--- src/rtl/lcd_bus_responder.sv ---
// lcd_bus_responder: receiving end of an HD44780-style LCD bus.
// Latches each bus byte on the falling edge of lcd_en, decodes instructions,
// keeps DDRAM/CGRAM images and display-control state, and emulates the busy flag.
// Ports:
//   clk, reset            clock and synchronous active-high reset
//   lcd_rs/rw/en/data     controller-driven bus (lcd_en asynchronous to clk)
//   rd_sel, rd_addr       debug read target (0 DDRAM / 1 CGRAM) and address
//   rd_data               debug read data, 1-cycle latency
//   cmd_valid/byte/rs     one-cycle report of each accepted bus byte
//   addr_cnt, addr_is_cgram, display_on, cursor_on, blink_on,
//   entry_inc, two_line, eight_bit   controller-visible state
//   busy, err_busy, err_read         busy flag and sticky error flags
module lcd_bus_responder #(
  parameter int unsigned BUSY_CYCLES       = 40,
  parameter int unsigned CLEAR_BUSY_CYCLES = 160
) (
  input  logic       clk,
  input  logic       reset,
  input  logic       lcd_rs,
  input  logic       lcd_rw,
  input  logic       lcd_en,
  input  logic [7:0] lcd_data,
  input  logic       rd_sel,
  input  logic [6:0] rd_addr,
  output logic [7:0] rd_data,
  output logic       cmd_valid,
  output logic [7:0] cmd_byte,
  output logic       cmd_rs,
  output logic [6:0] addr_cnt,
  output logic       addr_is_cgram,
  output logic       display_on,
  output logic       cursor_on,
  output logic       blink_on,
  output logic       entry_inc,
  output logic       two_line,
  output logic       eight_bit,
  output logic       busy,
  output logic       err_busy,
  output logic       err_read
);

  localparam int unsigned CNT_MAX = (CLEAR_BUSY_CYCLES > BUSY_CYCLES) ? CLEAR_BUSY_CYCLES : BUSY_CYCLES;
  localparam int unsigned CW      = $clog2(CNT_MAX + 1);

  typedef enum logic [1:0] {S_FILL, S_IDLE, S_EXEC, S_BUSY} state_t;

  state_t          state, state_nx;
  logic [CW-1:0]   busy_cnt, cnt_nx;
  logic [6:0]      fill_addr, fill_nx;
  logic [6:0]      addr_nx;
  logic            cg_nx, disp_nx, cur_nx, blink_nx, inc_nx, two_nx, eight_nx;
  logic            busy_nx, err_busy_nx, err_read_nx;
  logic            cmd_valid_nx, cmd_rs_nx;
  logic [7:0]      cmd_byte_nx;

  // Bus synchronizer: en_s3 is the previous value of the synchronized strobe.
  logic       en_s1, en_s2, en_s3;
  logic       rs_s1, rs_s2, rw_s1, rw_s2;
  logic [7:0] data_s1, data_s2;
  logic       fall_c, long_c;

  // Display memories and their single write ports.
  logic [7:0] ddram [128];
  logic [7:0] cgram [64];
  logic       dd_we, cg_we;
  logic [6:0] dd_waddr;
  logic [5:0] cg_waddr;
  logic [7:0] dd_wdata, cg_wdata;

  // Address step with the display's line-window wrap rules.
  function automatic logic [6:0] step_addr(input logic [6:0] a, input logic up,
                                           input logic cg, input logic two);
    logic [6:0] r;
    r = up ? a + 7'd1 : a - 7'd1;
    if (cg) begin
      r = {1'b0, r[5:0]};
    end else if (two) begin
      if (up && a == 7'h27)       r = 7'h40;
      else if (up && a == 7'h67)  r = 7'h00;
      else if (!up && a == 7'h40) r = 7'h27;
      else if (!up && a == 7'h00) r = 7'h67;
    end else begin
      if (up && a == 7'h4F)       r = 7'h00;
      else if (!up && a == 7'h00) r = 7'h4F;
    end
    return r;
  endfunction

  // Strobe synchronizer with bus fields delayed to stay aligned with the edge.
  always_ff @(posedge clk) begin
    if (reset) begin
      en_s1   <= 1'b0;
      en_s2   <= 1'b0;
      en_s3   <= 1'b0;
      rs_s1   <= 1'b0;
      rs_s2   <= 1'b0;
      rw_s1   <= 1'b0;
      rw_s2   <= 1'b0;
      data_s1 <= 8'h00;
      data_s2 <= 8'h00;
    end else begin
      en_s1   <= lcd_en;
      en_s2   <= en_s1;
      en_s3   <= en_s2;
      rs_s1   <= lcd_rs;
      rs_s2   <= rs_s1;
      rw_s1   <= lcd_rw;
      rw_s2   <= rw_s1;
      data_s1 <= lcd_data;
      data_s2 <= data_s1;
    end
  end

  assign fall_c = en_s3 & ~en_s2;
  // Clear (0x01) and home (0x02/0x03) take the long busy time.
  assign long_c = ~rs_s2 & (data_s2[7:2] == 6'd0) & (data_s2[1:0] != 2'd0);

  // State register.
  always_ff @(posedge clk) begin
    if (reset) begin
      state         <= S_FILL;
      busy_cnt      <= CW'(CLEAR_BUSY_CYCLES - 1);
      fill_addr     <= 7'd0;
      addr_cnt      <= 7'd0;
      addr_is_cgram <= 1'b0;
      display_on    <= 1'b0;
      cursor_on     <= 1'b0;
      blink_on      <= 1'b0;
      entry_inc     <= 1'b1;
      two_line      <= 1'b0;
      eight_bit     <= 1'b1;
      busy          <= 1'b1;
      err_busy      <= 1'b0;
      err_read      <= 1'b0;
      cmd_valid     <= 1'b0;
      cmd_byte      <= 8'h00;
      cmd_rs        <= 1'b0;
    end else begin
      state         <= state_nx;
      busy_cnt      <= cnt_nx;
      fill_addr     <= fill_nx;
      addr_cnt      <= addr_nx;
      addr_is_cgram <= cg_nx;
      display_on    <= disp_nx;
      cursor_on     <= cur_nx;
      blink_on      <= blink_nx;
      entry_inc     <= inc_nx;
      two_line      <= two_nx;
      eight_bit     <= eight_nx;
      busy          <= busy_nx;
      err_busy      <= err_busy_nx;
      err_read      <= err_read_nx;
      cmd_valid     <= cmd_valid_nx;
      cmd_byte      <= cmd_byte_nx;
      cmd_rs        <= cmd_rs_nx;
    end
  end

  // Next-state, decode and memory write control.
  always_comb begin
    state_nx     = state;
    cnt_nx       = (busy_cnt != '0) ? busy_cnt - CW'(1) : busy_cnt;
    fill_nx      = fill_addr;
    addr_nx      = addr_cnt;
    cg_nx        = addr_is_cgram;
    disp_nx      = display_on;
    cur_nx       = cursor_on;
    blink_nx     = blink_on;
    inc_nx       = entry_inc;
    two_nx       = two_line;
    eight_nx     = eight_bit;
    err_busy_nx  = err_busy;
    err_read_nx  = err_read;
    cmd_valid_nx = 1'b0;
    cmd_byte_nx  = cmd_byte;
    cmd_rs_nx    = cmd_rs;
    dd_we        = 1'b0;
    dd_waddr     = addr_cnt;
    dd_wdata     = cmd_byte;
    cg_we        = 1'b0;
    cg_waddr     = addr_cnt[5:0];
    cg_wdata     = cmd_byte;

    // Accept a byte only when idle; reads take priority in error reporting.
    if (fall_c) begin
      if (rw_s2) begin
        err_read_nx = 1'b1;
      end else if (state != S_IDLE) begin
        err_busy_nx = 1'b1;
      end else begin
        state_nx     = S_EXEC;
        cmd_valid_nx = 1'b1;
        cmd_byte_nx  = data_s2;
        cmd_rs_nx    = rs_s2;
        cnt_nx       = long_c ? CW'(CLEAR_BUSY_CYCLES - 1) : CW'(BUSY_CYCLES - 1);
      end
    end

    case (state)
      S_FILL: begin
        dd_we    = 1'b1;
        dd_waddr = fill_addr;
        dd_wdata = 8'h20;
        fill_nx  = fill_addr + 7'd1;
        if (fill_addr == 7'h7F) state_nx = (busy_cnt == '0) ? S_IDLE : S_BUSY;
      end
      S_EXEC: begin
        state_nx = (busy_cnt == '0) ? S_IDLE : S_BUSY;
        if (cmd_rs) begin
          if (addr_is_cgram) cg_we = 1'b1;
          else               dd_we = 1'b1;
          addr_nx = step_addr(addr_cnt, entry_inc, addr_is_cgram, two_line);
        end else begin
          casez (cmd_byte)
            8'b1???????: begin addr_nx = cmd_byte[6:0]; cg_nx = 1'b0; end
            8'b01??????: begin addr_nx = {1'b0, cmd_byte[5:0]}; cg_nx = 1'b1; end
            8'b001?????: begin eight_nx = cmd_byte[4]; two_nx = cmd_byte[3]; end
            8'b0001????: begin
              if (!cmd_byte[3]) addr_nx = step_addr(addr_cnt, cmd_byte[2], addr_is_cgram, two_line);
            end
            8'b00001???: begin
              disp_nx  = cmd_byte[2];
              cur_nx   = cmd_byte[1];
              blink_nx = cmd_byte[0];
            end
            8'b000001??: inc_nx = cmd_byte[1];
            8'b0000001?: begin addr_nx = 7'd0; cg_nx = 1'b0; end
            8'b00000001: begin
              addr_nx  = 7'd0;
              cg_nx    = 1'b0;
              inc_nx   = 1'b1;
              fill_nx  = 7'd0;
              state_nx = S_FILL;
            end
            default: ;
          endcase
        end
      end
      S_BUSY: begin
        if (busy_cnt == '0) state_nx = S_IDLE;
      end
      default: ;
    endcase

    busy_nx = (state_nx != S_IDLE);
  end

  // Memory write ports; held off during reset so a restart fills cleanly.
  always_ff @(posedge clk) begin
    if (dd_we && !reset) ddram[dd_waddr] <= dd_wdata;
    if (cg_we && !reset) cgram[cg_waddr] <= cg_wdata;
  end

  // Debug read port; a same-cycle write returns the old contents.
  always_ff @(posedge clk) begin
    if (reset) rd_data <= 8'h00;
    else       rd_data <= rd_sel ? cgram[rd_addr[5:0]] : ddram[rd_addr];
  end

endmodule
--- config.mk ---
export PLATFORM = sky130hd
export DESIGN_NAME = lcd_bus_responder
export DESIGN_NICKNAME = d
export VERILOG_FILES = /design/src/rtl/lcd_bus_responder.sv
export SDC_FILE = /design/constraint.sdc
export NUM_CORES = 2
export LEC_CHECK = 0
export ABC_AREA = 1
export BUFFER_PORTS_ARGS = -buffer_cell sky130_fd_sc_hd__buf_2
export CORE_ASPECT_RATIO = 1.5
export CORE_UTILIZATION = 45
export DETAILED_ROUTE_END_ITERATION = 8
export GPL_ROUTABILITY_DRIVEN = 0
export PLACE_DENSITY = 0.63
export SLEW_MARGIN = 10
export SYNTH_ARGS = -nofsm -noshare
export SYNTH_HDL_FRONTEND = slang
export SYNTH_SLANG_ARGS = --single-unit
--- constraint.sdc ---
create_clock -name clk -period 14.71 [get_ports clk]
set_clock_uncertainty 0.05 [all_clocks]
set_input_delay 1.471 -clock clk [delete_from_list [all_inputs] [get_ports clk]]
set_output_delay 1.471 -clock clk [all_outputs]
set_load 0.01 [all_outputs]
==> results list <==
- Yosys mapped the design onto 39 distinct sky130hd cell types.
* Maximum number of pins on one net before global-route repair: 220
- First-pass GRT wire length: 266000 um
- After detailed routing, the number of vias per cell comes to 5.63.
- Post-detail-place hpwl: 104000 um
- Flip-flop and latch count after synthesis: 1611
- The die covers 148000 um2.
- Worst-case hold path end point: data_s2[3]
* Ratio of cells with drive above 1 in the final layout: 0.0635
* Highest net fanout along the worst path: 147
- RSZ-0062 raised after global routing: no
- Htree depth: 4
* TritonCTS clock tree: done
- Buffers placed on the I/O ports in this run total 55.
- Global route total overflow: 0
* Worst reg-to-reg path cell count: 8
* Mapped Cells: 5881
- Sequential cell area fraction in the yosys report: 0.721
- Routed wire length per instance: 22.9 um
- Ratio of final minimum period to clock period: 0.331
- Via Count: 44000
- The floorplan step set the die height to 471 um.
- Number of stages on the worst hold path: 2
- Counting I/O delays and the setup requirement, the final critical path takes 4870 ps.
- STA classifies the critical path endpoint as a register.
- Run status: finished, final reports clean
- CP Launch Type: input pin
- Summing every instance area after synthesis gives 66000 um2.
- The routed design has 179000 um of wire.
- Number of buffers added by the clock tree synthesis step: 147
- Sum of internal, switching and leakage power: 9.27 mW
- Initial antenna violation count: 6
- Reg-to-reg setup timing slack: 10400 ps
* Post-CTS Hold Buffers: 0
* Placed instance area: 67800 um2
* Effective utilization at floorplan: 0.455
- Transition at the pin with the smallest max-transition slack: 1180 ps
- Tightest hold margin: 334 ps
- At the worst endpoint, the arrival time is 5530 ps.
- Clock tree buffer depth: 3
* Pwr/cell area: 128 nW/um2
- The initialized floorplan defines 171 standard-cell rows.
* Yosys Warn Count: 0
- The startpoint identified for the worst hold timing path is data_s1[3].
- Clock transition at the registers of the reported paths: 70 ps
* Number of nets in the layout: 5816
* Number of max-cap violations: 0
- Number of iterations in the first detailed-routing pass: 6
- Measured on the finished design, the core utilization comes to 0.500.
* Area growth from synthesis to final layout: 9.96%
- After routing, the total negative slack on setup checks comes to 0 ps.
- Based on the critical path, the design can be clocked at up to 0.205 GHz.
- Critical path start-end classification: in -> reg
- Worst R2R Start: state[0]
* Count of final hold-check violations: 0
- Root Buffer: sky130_fd_sc_hd__clkbuf_16
* Finish-stage setup viols: 0
* Number of buffers inserted by post-CTS setup repair: 0
* Reg2Reg Capture Point: ddram[24][2]
- Number of global-route vias before repair: 42500
* Area of the placeable core: 145000 um2
- Summed over all cells, the static leakage comes to 26.0 nW.
- CTS saw 1611 sinks.
* Syn avg cell area: 11.2 um2
- In this run the remaining antenna-violating nets after routing total 0.
- Headroom to the max-slew limit: 0.212
- The worst hold path belongs to the class reg -> reg.
* DRC violation count after routing: 0
- Global routing usage summed across all routing layers: 0.240
* Worst path required time: 15370 ps
- Final cell area excluding filler cells: 72600 um2
- The number of max-slew violations in the final report came to 0.
- 56 I/O pins were placed.
* Net count after synthesis: 5907
- Width of the die: 315 um
- Peak VDD IR: 0.122 mV
- Post-CTS sizing: 0
* DRT iter0 DRCs: 4246
- Clock latency on the worst-skew pair, taken at its later pin, is 780 ps.
report_power, final:
| group | total (mW) | internal (mW) | switching, mW |
|---|---|---|---|
| clock | 3.84 | 2.15 | 1.69 |
| sequential | 4.96 | 4.95 | 0.00543 |
| combinational | 0.472 | 0.121 | 0.351 |
Yosys cell counts (all sizes together):
library cell / instances / area (um2)
a211oi: 1 / 20.0
a21oi: 47 / 239
a31oi: 1 / 6.26
and3: 1 / 6.26
buf: 213 / 1010
clkbuf: 148 / 557
clkinv: 6 / 22.5
dfxtp: 75 / 1500
edfxtp: 1536 / 46100
ha: 5 / 62.6
inv: 89 / 334
nand2: 1964 / 7370
nand3: 1395 / 6990
nand3b: 2 / 15.0
nand4: 6 / 37.5
nor2: 282 / 1080
nor3: 19 / 95.1
nor4: 6 / 43.8
o2111a: 1 / 11.3
o2111ai: 1 / 8.76
o211ai: 10 / 75.1
o21ai: 54 / 278
o31ai: 1 / 7.51
or2: 4 / 25.0
or3: 1 / 6.26
xnor2: 6 / 52.6
xor2: 7 / 61.3
metrics by stage:
step	std cells	setup slack [ps]
4_1_cts	7813	9880
6_report	7816	9840
3_3_place_gp	7544	9120
5_1_grt	7814	9520
2_1_floorplan	5881	9350
3_5_place_dp	7544	9050
cell type report:
type,count,area [um2]
antenna,3,7.51
clock buffer,186,3920
clock inverter,83,851
fill,12600,72700
inverter,95,378
multi-input combinational,3814,16600
sequential,1611,47600
tap,1903,2380
timing repair buffer,121,875
worst max-delay path, cell delays in order:
cell	delay (ps)
sky130_fd_sc_hd__buf_8	250
sky130_fd_sc_hd__inv_8	740
sky130_fd_sc_hd__buf_4	820
sky130_fd_sc_hd__buf_4	860
sky130_fd_sc_hd__nand2_1	120
sky130_fd_sc_hd__nand3_1	110
sky130_fd_sc_hd__nand3_1	90
sky130_fd_sc_hd__nand2_1	110
sky130_fd_sc_hd__nand2_1	50
sky130_fd_sc_hd__nand3_1	260
sky130_fd_sc_hd__nand3_1	110
sky130_fd_sc_hd__nand3_1	120
sky130_fd_sc_hd__nand2_1	70
sky130_fd_sc_hd__a21oi_1	110
metal layers:
metal  share of wire  vias to the layer above  track usage  routed length [um]
met4           0.054                        4        0.126                9670
li1                -                    20400            -                   -
met3           0.069                      472       0.0371               12300
met1            0.37                    21400        0.286               65900
met5         0.00012                        -            0                  22
met2            0.51                     1814        0.414               90900
sequential cells by signal, summed over array words and instances, names as in the netlist, 2 cells and up:
register / flops
ddram: 1024
cgram: 512
busy_cnt: 8
cmd_byte: 8
data_s1: 8
data_s2: 8
rd_data: 8
addr_cnt: 7
fill_addr: 7
state: 2
cells in the final DEF, fill, tap and decap left out, types with 4 or more instances in the layout:
master                       instances
sky130_fd_sc_hd__nand4_1             6
sky130_fd_sc_hd__bufinv_16          14
sky130_fd_sc_hd__a21oi_1            46
sky130_fd_sc_hd__nand2_1          1963
sky130_fd_sc_hd__o21ai_0            45
sky130_fd_sc_hd__xor2_1              7
sky130_fd_sc_hd__nor2_2              4
sky130_fd_sc_hd__inv_1              81
sky130_fd_sc_hd__dfxtp_2             8
sky130_fd_sc_hd__buf_12              6
sky130_fd_sc_hd__nor2_1            270
sky130_fd_sc_hd__nor2_4              8
sky130_fd_sc_hd__clkbuf_16         151
sky130_fd_sc_hd__clkinv_2           25
sky130_fd_sc_hd__clkbuf_1           34
sky130_fd_sc_hd__buf_2              51
sky130_fd_sc_hd__clkinv_1           28
sky130_fd_sc_hd__clkinv_8            5
sky130_fd_sc_hd__o211ai_1           10
sky130_fd_sc_hd__clkinvlp_4          5
sky130_fd_sc_hd__nor3_1             18
sky130_fd_sc_hd__dfxtp_1            67
sky130_fd_sc_hd__xnor2_1             6
sky130_fd_sc_hd__inv_2               6
sky130_fd_sc_hd__buf_4              61
sky130_fd_sc_hd__edfxtp_1         1536
sky130_fd_sc_hd__o21ai_1             7
sky130_fd_sc_hd__ha_1                5
sky130_fd_sc_hd__nand3_1          1393
sky130_fd_sc_hd__inv_6               8
logic make-up (layout without fill, tap and decap cells):
logic type / count (synthesis) / in the layout / share of synthesized area
AO/OA/AOI/OAI: 116 / 116 / 0.00978
XOR/XNOR: 13 / 13 / 0.00172
adder cells (fa/ha/maj): 5 / 5 / 0.000947
buffers and inverters: 456 / 485 / 0.0291
flip-flops: 1611 / 1611 / 0.721
other: 0 / 3 / 0
AND/OR/NAND/NOR: 3680 / 3680 / 0.237
how the worst max path moves through the flow:
stage,start,cells past startpoint,to
floorplan,cmd_byte[2],3,ddram[0][2]
global placement,rd_addr[0],14,rd_data[3]
detailed placement,rd_addr[0],14,rd_data[3]
CTS,rd_addr[0],14,rd_data[3]
global route,rd_addr[0],14,rd_data[3]
finish,rd_addr[0],14,rd_data[3]
No activity file was read; power rests on OpenSTA's default activity.
